[config.mk]
export PLATFORM = sky130hd
export DESIGN_NAME = mem_stage_sram
export DESIGN_NICKNAME = d
export VERILOG_FILES = /design/src/rtl/mem_stage_sram_pkg.sv /design/src/rtl/mem_stage_sram_mem_wb_reg.sv /design/src/rtl/mem_stage_sram.sv
export SDC_FILE = /design/constraint.sdc
export NUM_CORES = 1
export LEC_CHECK = 0
export BUFFER_PORTS_ARGS = -buffer_cell sky130_fd_sc_hd__buf_4
export CORE_UTILIZATION = 51
export CTS_BUF_LIST = sky130_fd_sc_hd__clkbuf_16
export CTS_CLUSTER_DIAMETER = 60
export DETAILED_ROUTE_END_ITERATION = 12
export PLACE_DENSITY = 0.82
export SETUP_SLACK_MARGIN = 0.02
export SLEW_MARGIN = 10
export SYNTH_ARGS = -nofsm -noshare
export SYNTH_HDL_FRONTEND = slang
export SYNTH_SLANG_ARGS = --single-unit
[constraint.sdc]
create_clock -name clk -period 3.9 [get_ports clk]
set_input_delay 0.78 -clock clk [delete_from_list [all_inputs] [get_ports clk]]
set_output_delay 0.78 -clock clk [all_outputs]
set_load 0.05 [all_outputs]
[src/rtl/mem_stage_sram_pkg.sv]
// Shared definitions for the MEM stage: FSM state encoding and default parameters.
package mem_stage_sram_pkg;

  typedef enum logic [1:0] {
    ST_IDLE = 2'd0,
    ST_LO   = 2'd1,
    ST_HI   = 2'd2,
    ST_DONE = 2'd3
  } state_e;

  localparam logic [31:0] DATA_BASE_DEFAULT   = 32'd1024;
  localparam int          SRAM_ADDR_W_DEFAULT = 18;
  localparam int          WAIT_CYCLES_DEFAULT = 2;

endpackage

[src/rtl/mem_stage_sram_mem_wb_reg.sv]
// MEM/WB pipeline register; a frozen cycle inserts a bubble and holds the data fields.
module mem_wb_reg (
  input  logic        clk,
  input  logic        rst,
  input  logic        freeze,
  input  logic        wb_en_in,
  input  logic        mem_r_en_in,
  input  logic [31:0] alu_res_in,
  input  logic [31:0] mem_data_in,
  input  logic [3:0]  dest_in,
  output logic        wb_en_out,
  output logic        mem_r_en_out,
  output logic [31:0] alu_res_out,
  output logic [31:0] mem_data_out,
  output logic [3:0]  dest_out
);

  logic        wb_en_q, wb_en_d;
  logic        mem_r_en_q, mem_r_en_d;
  logic [31:0] alu_res_q, alu_res_d;
  logic [31:0] mem_data_q, mem_data_d;
  logic [3:0]  dest_q, dest_d;

  always_comb begin
    wb_en_d    = 1'b0;
    mem_r_en_d = 1'b0;
    alu_res_d  = alu_res_q;
    mem_data_d = mem_data_q;
    dest_d     = dest_q;
    if (!freeze) begin
      wb_en_d    = wb_en_in;
      mem_r_en_d = mem_r_en_in;
      alu_res_d  = alu_res_in;
      mem_data_d = mem_data_in;
      dest_d     = dest_in;
    end
  end

  always_ff @(posedge clk) begin
    if (!rst) begin
      wb_en_q    <= 1'b0;
      mem_r_en_q <= 1'b0;
      alu_res_q  <= '0;
      mem_data_q <= '0;
      dest_q     <= '0;
    end else begin
      wb_en_q    <= wb_en_d;
      mem_r_en_q <= mem_r_en_d;
      alu_res_q  <= alu_res_d;
      mem_data_q <= mem_data_d;
      dest_q     <= dest_d;
    end
  end

  assign wb_en_out    = wb_en_q;
  assign mem_r_en_out = mem_r_en_q;
  assign alu_res_out  = alu_res_q;
  assign mem_data_out = mem_data_q;
  assign dest_out     = dest_q;

endmodule

[src/rtl/mem_stage_sram.sv]
// MEM stage: 32-bit LDR/STR over a 16-bit SRAM as two half-word phases, stalling upstream via freeze.
module mem_stage_sram
  import mem_stage_sram_pkg::*;
#(
  parameter int          SRAM_ADDR_W = SRAM_ADDR_W_DEFAULT,
  parameter logic [31:0] DATA_BASE   = DATA_BASE_DEFAULT,
  parameter int          WAIT_CYCLES = WAIT_CYCLES_DEFAULT
) (
  input  logic                   clk,
  input  logic                   rst,
  input  logic                   wb_en_in,
  input  logic                   mem_r_en_in,
  input  logic                   mem_w_en_in,
  input  logic [31:0]            alu_res_in,
  input  logic [31:0]            val_rm_in,
  input  logic [3:0]             dest_in,
  output logic                   freeze,
  output logic                   wb_en_out,
  output logic                   mem_r_en_out,
  output logic [31:0]            alu_res_out,
  output logic [31:0]            mem_data_out,
  output logic [3:0]             dest_out,
  output logic [SRAM_ADDR_W-1:0] sram_addr,
  output logic [15:0]            sram_dq_out,
  input  logic [15:0]            sram_dq_in,
  output logic                   sram_dq_oe,
  output logic                   sram_we_n
);

  localparam logic [3:0] LAST_CNT = 4'(WAIT_CYCLES - 1);

  state_e      state_q, state_d;
  logic [3:0]  cnt_q, cnt_d;
  logic [31:0] rd_q, rd_d;
  logic        req, is_write, last, in_xfer, drive;
  logic [31:0] off;
  logic [30:0] half;
  logic [31:0] load_word;
  logic        unused_bits;

  always_comb begin
    req       = mem_r_en_in | mem_w_en_in;
    is_write  = mem_w_en_in;
    last      = (cnt_q == LAST_CNT);
    in_xfer   = (state_q == ST_LO) || (state_q == ST_HI);
    drive     = in_xfer & is_write;
    freeze    = rst & req & (state_q != ST_DONE);
    // Word offset from the data base; the half select comes from the phase.
    off       = alu_res_in - DATA_BASE;
    half      = {off[31:2], state_q == ST_HI};
    load_word = (mem_r_en_in & ~mem_w_en_in) ? rd_q : 32'h0;
  end

  assign unused_bits = ^{off[1:0], half[30:SRAM_ADDR_W]};

  always_comb begin
    state_d = state_q;
    cnt_d   = cnt_q;
    rd_d    = rd_q;
    case (state_q)
      ST_IDLE: begin
        if (req) begin
          state_d = ST_LO;
          cnt_d   = 4'd0;
        end
      end
      ST_LO: begin
        if (last) begin
          state_d = ST_HI;
          cnt_d   = 4'd0;
          if (!is_write) rd_d[15:0] = sram_dq_in;
        end else begin
          cnt_d = cnt_q + 4'd1;
        end
      end
      ST_HI: begin
        if (last) begin
          state_d = ST_DONE;
          cnt_d   = 4'd0;
          if (!is_write) rd_d[31:16] = sram_dq_in;
        end else begin
          cnt_d = cnt_q + 4'd1;
        end
      end
      ST_DONE: state_d = ST_IDLE;
      default: state_d = ST_IDLE;
    endcase
  end

  always_ff @(posedge clk) begin
    if (!rst) begin
      state_q <= ST_IDLE;
      cnt_q   <= 4'd0;
      rd_q    <= 32'h0;
    end else begin
      state_q <= state_d;
      cnt_q   <= cnt_d;
      rd_q    <= rd_d;
    end
  end

  // Pad outputs are idle (address 0, bus released) whenever no phase is active.
  always_comb begin
    sram_addr   = in_xfer ? half[SRAM_ADDR_W-1:0] : '0;
    sram_we_n   = ~drive;
    sram_dq_oe  = drive;
    sram_dq_out = 16'h0;
    if (drive) sram_dq_out = (state_q == ST_HI) ? val_rm_in[31:16] : val_rm_in[15:0];
  end

  mem_wb_reg u_mem_wb_reg (
    .clk          (clk),
    .rst          (rst),
    .freeze       (freeze),
    .wb_en_in     (wb_en_in),
    .mem_r_en_in  (mem_r_en_in),
    .alu_res_in   (alu_res_in),
    .mem_data_in  (load_word),
    .dest_in      (dest_in),
    .wb_en_out    (wb_en_out),
    .mem_r_en_out (mem_r_en_out),
    .alu_res_out  (alu_res_out),
    .mem_data_out (mem_data_out),
    .dest_out     (dest_out)
  );

endmodule

==> flow_summary.json <==
{
  "run_status": "finished clean",
  "ys_seq_area_share_pct": 47.9,
  "crit_path_max_fanout": 20,
  "intPower_mw": 2.18,
  "dr_wl_met3_um": 606,
  "rows": 33,
  "p_sw_mw": 1.53,
  "crit_arrival_ns": 2.44,
  "startpoint_type": "flop",
  "vias_per_cell": 5.13,
  "grt_max_degree": 91,
  "die_area_sq_um": 9240,
  "fin_skew_ns": 0.00931,
  "peakVddDrop_mv": 0.495,
  "grt_pass1_vias": 3677,
  "initial_utilization_pct": 53.9,
  "cts_inserted_buffers": 9,
  "clock_power_share_pct": 25.1,
  "cts_resized": 0,
  "wl_per_cell_um": 14.4,
  "dp_hpwl_mm": 7.90,
  "multi_input_area_sq_um": 2050,
  "worst_pin_slew_ns": 1.04,
  "core_sq_um": 8380,
  "switching_share_pct": 41.2,
  "cts_max_level": 3,
  "synth_simple_gate_area_share_pct": 14.6,
  "vias": 3919,
  "hold_path.class": "flop to flop",
  "die_h_um": 96.1,
  "gr-usage-all-layers_pct": 23.9,
  "comb_power_share_pct": 42.0,
  "clk_latency_ns": 0.34,
  "rsz0062_at_grt": "no",
  "fin_ws_ns": 0.678,
  "grt-ovfl-total": 0,
  "avgSynthCellArea_sq_um": 9.53,
  "dr.pass1.iters": 4,
  "ys_warn_count": 0,
  "timing.final.crit_share_pct": 82.6,
  "report.final.slew_viol_count": 0,
  "synthArstFlopShare_pct": 0,
  "relSlewSlack_pct": 30.5,
  "tns_ns": 0,
  "synth_nets": 571,
  "worstPathRequired_ns": 3.12,
  "end_kind": "primary output",
  "final_cell_mix": "buf_4, dfxtp_1, nand2_1",
  "p_per_area_nw_per_um2": 588,
  "grt_pass1_wl_mm": 16.8,
  "pre_cts_ws_ns": 0.977,
  "setup_viol": 0,
  "cts.sinks": 108,
  "yosysUniqueCellTypes": 41,
  "cts.clk_slew.worst_paths_ns": 0.07,
  "root_buffer": "clkbuf_16",
  "antenna_found_initial": 0,
  "drt_iter0_markers": 133,
  "ys_ff_latch": 108,
  "synth_top_family_by_area": "multiplexers",
  "wl_met1_mm": 4.57,
  "synthMuxAreaShare_pct": 19.3,
  "post-cts-setup-buffers": 0,
  "synth_edf_count": 0,
  "fmax_mhz": 310,
  "synth-compound-area-share_pct": 8.61,
  "top_layer_used": "met4",
  "criticalPathCategory": "flop to primary output",
  "seq_area_sq_um": 2160,
  "syn2layout_area_growth_pct": 39.5,
  "fill_cells": 630,
  "finalCriticalPeriod_ns": 3.22,
  "synth_cells": 474,
  "drcViolationCount": 0,
  "ioPinCount": 196,
  "drtAntennaViolNets": 0,
  "yosys.area_share.xor_xnor_pct": 0.388,
  "p_seq_share_pct": 32.9,
  "gp_congestion": 0.894,
  "cts_hold_buf": 0,
  "cts.path.max_buffers": 2,
  "p_leak_nw": 3.16,
  "cts_tree": "yes",
  "wirelength_mm": 11.0,
  "nNetsFinal": 751,
  "portBuffers": 195,
  "synth_area_sq_um": 4520,
  "wl_met2_mm": 5.62,
  "final-hold-violation-count": 0,
  "fp.dieW_um": 96.1,
  "synthAdderAreaFrac_pct": 2.22,
  "max_cap_violations": 0,
  "diodes": 0,
  "fin_hold_ws_ns": 0.453,
  "yosys_most_used_dff": "dfxtp_1",
  "drive_above_1_share_pct": 33.7,
  "final_common_cell": "buf_4"
}
cell type report:
type | count | area share, %
Clock buffer | 9 | 3.57
Clock inverter | 7 | 1.39
Inverter | 44 | 2.62
Multi-Input combinational cell | 293 | 32.5
Sequential cell | 108 | 34.3
Tap cell | 105 | 2.08
Timing Repair Buffer | 198 | 23.6
stage by stage:
| stage | instance area [sq um] | utilization (%) | instances | power [mW] |
|---|---|---|---|---|
| after floorplan | 4520 | - | 474 | 2.35 |
| after global placement | 5990 | 71.5 | 748 | 2.77 |
| after detailed placement | 5990 | 71.5 | 748 | 2.80 |
| after CTS | 6300 | 75.2 | 764 | 3.72 |
| after global routing | 6300 | 75.2 | 764 | 3.86 |
| final | 6300 | 75.2 | 764 | 3.70 |
synthesized netlist by cell type, drive strengths merged, types with 2 or more instances:
cell,instances,area share (%)
dfxtp,108,48
nand2,93,7.8
mux2i,87,19
inv,44,3.7
a22o,32,6.2
nor2,24,2.0
buf,18,2.5
clkbuf,11,0.91
and2,8,1.1
ha,8,2.2
nand2b,4,0.55
a21oi,3,0.33
nand3,3,0.33
o21ai,3,0.33
or3,3,0.42
nor3b,2,0.44
nor4,2,0.28
o31ai,2,0.33
or3b,2,0.39
or4,2,0.42
xnor2,2,0.39
state kept, by name (all words and copies together) (netlist names):
| register | flops |
|---|---|
| u_mem_wb_reg.mem_r_en_out | 1 |
| u_mem_wb_reg.mem_data_out | 32 |
| state_q | 2 |
| cnt_q | 4 |
| rd_q | 32 |
| u_mem_wb_reg.dest_out | 4 |
| u_mem_wb_reg.wb_en_out | 1 |
| u_mem_wb_reg.alu_res_out | 32 |
worst max-delay path, stage by stage (launching register included):
cell     delay [ns]
dfxtp_1        0.37
inv_1          0.09
ha_1           0.63
nand2_1        0.52
nor2_1         0.26
buf_4          0.23
kinds of logic (layout without fill, tap and decap cells):
group | Yosys count | in the layout
AND/OR/NAND/NOR | 148 | 148
flip-flops | 108 | 108
multiplexers | 87 | 87
buffers and inverters | 73 | 258
AO/OA/AOI/OAI | 48 | 48
adder cells (fa/ha/maj) | 8 | 8
XOR/XNOR | 2 | 2
worst paths after layout:
| path | startpoint | end | slack [ns] | cells past startpoint |
|---|---|---|---|---|
| max | state_q[1]$_SDFFE_PN0P_ | sram_dq_out[0] | 0.68 | 5 |
| min | u_mem_wb_reg.alu_res_out[18]$_SDFFE_PN0N_ | u_mem_wb_reg.alu_res_out[18]$_SDFFE_PN0N_ | 0.45 | 2 |
| max reg2reg | state_q[0]$_SDFFE_PN0P_ | rd_q[27]$_SDFFE_PN0P_ | 1.51 | 4 |
| min reg2reg | u_mem_wb_reg.alu_res_out[18]$_SDFFE_PN0N_ | u_mem_wb_reg.alu_res_out[18]$_SDFFE_PN0N_ | 0.45 | 2 |
per-layer routing:
layer | vias to the layer above | global-route usage [%]
li1 | 1939 | -
met1 | 1832 | 26.8
met2 | 133 | 43.7
met3 | 15 | 5.69
met4 | 0 | 8.33
met5 | - | 0
power by group through the flow:
stage | clock [mW] | combinational [mW] | sequential (mW)
after CTS | 0.947 | 1.56 | 1.22
final | 0.931 | 1.55 | 1.22
after floorplan | 0 | 0.951 | 1.40
after global routing | 0.997 | 1.63 | 1.23
after global placement | 0 | 1.53 | 1.24
after detailed placement | 0 | 1.56 | 1.24
Power figures use the tool's default switching activity.
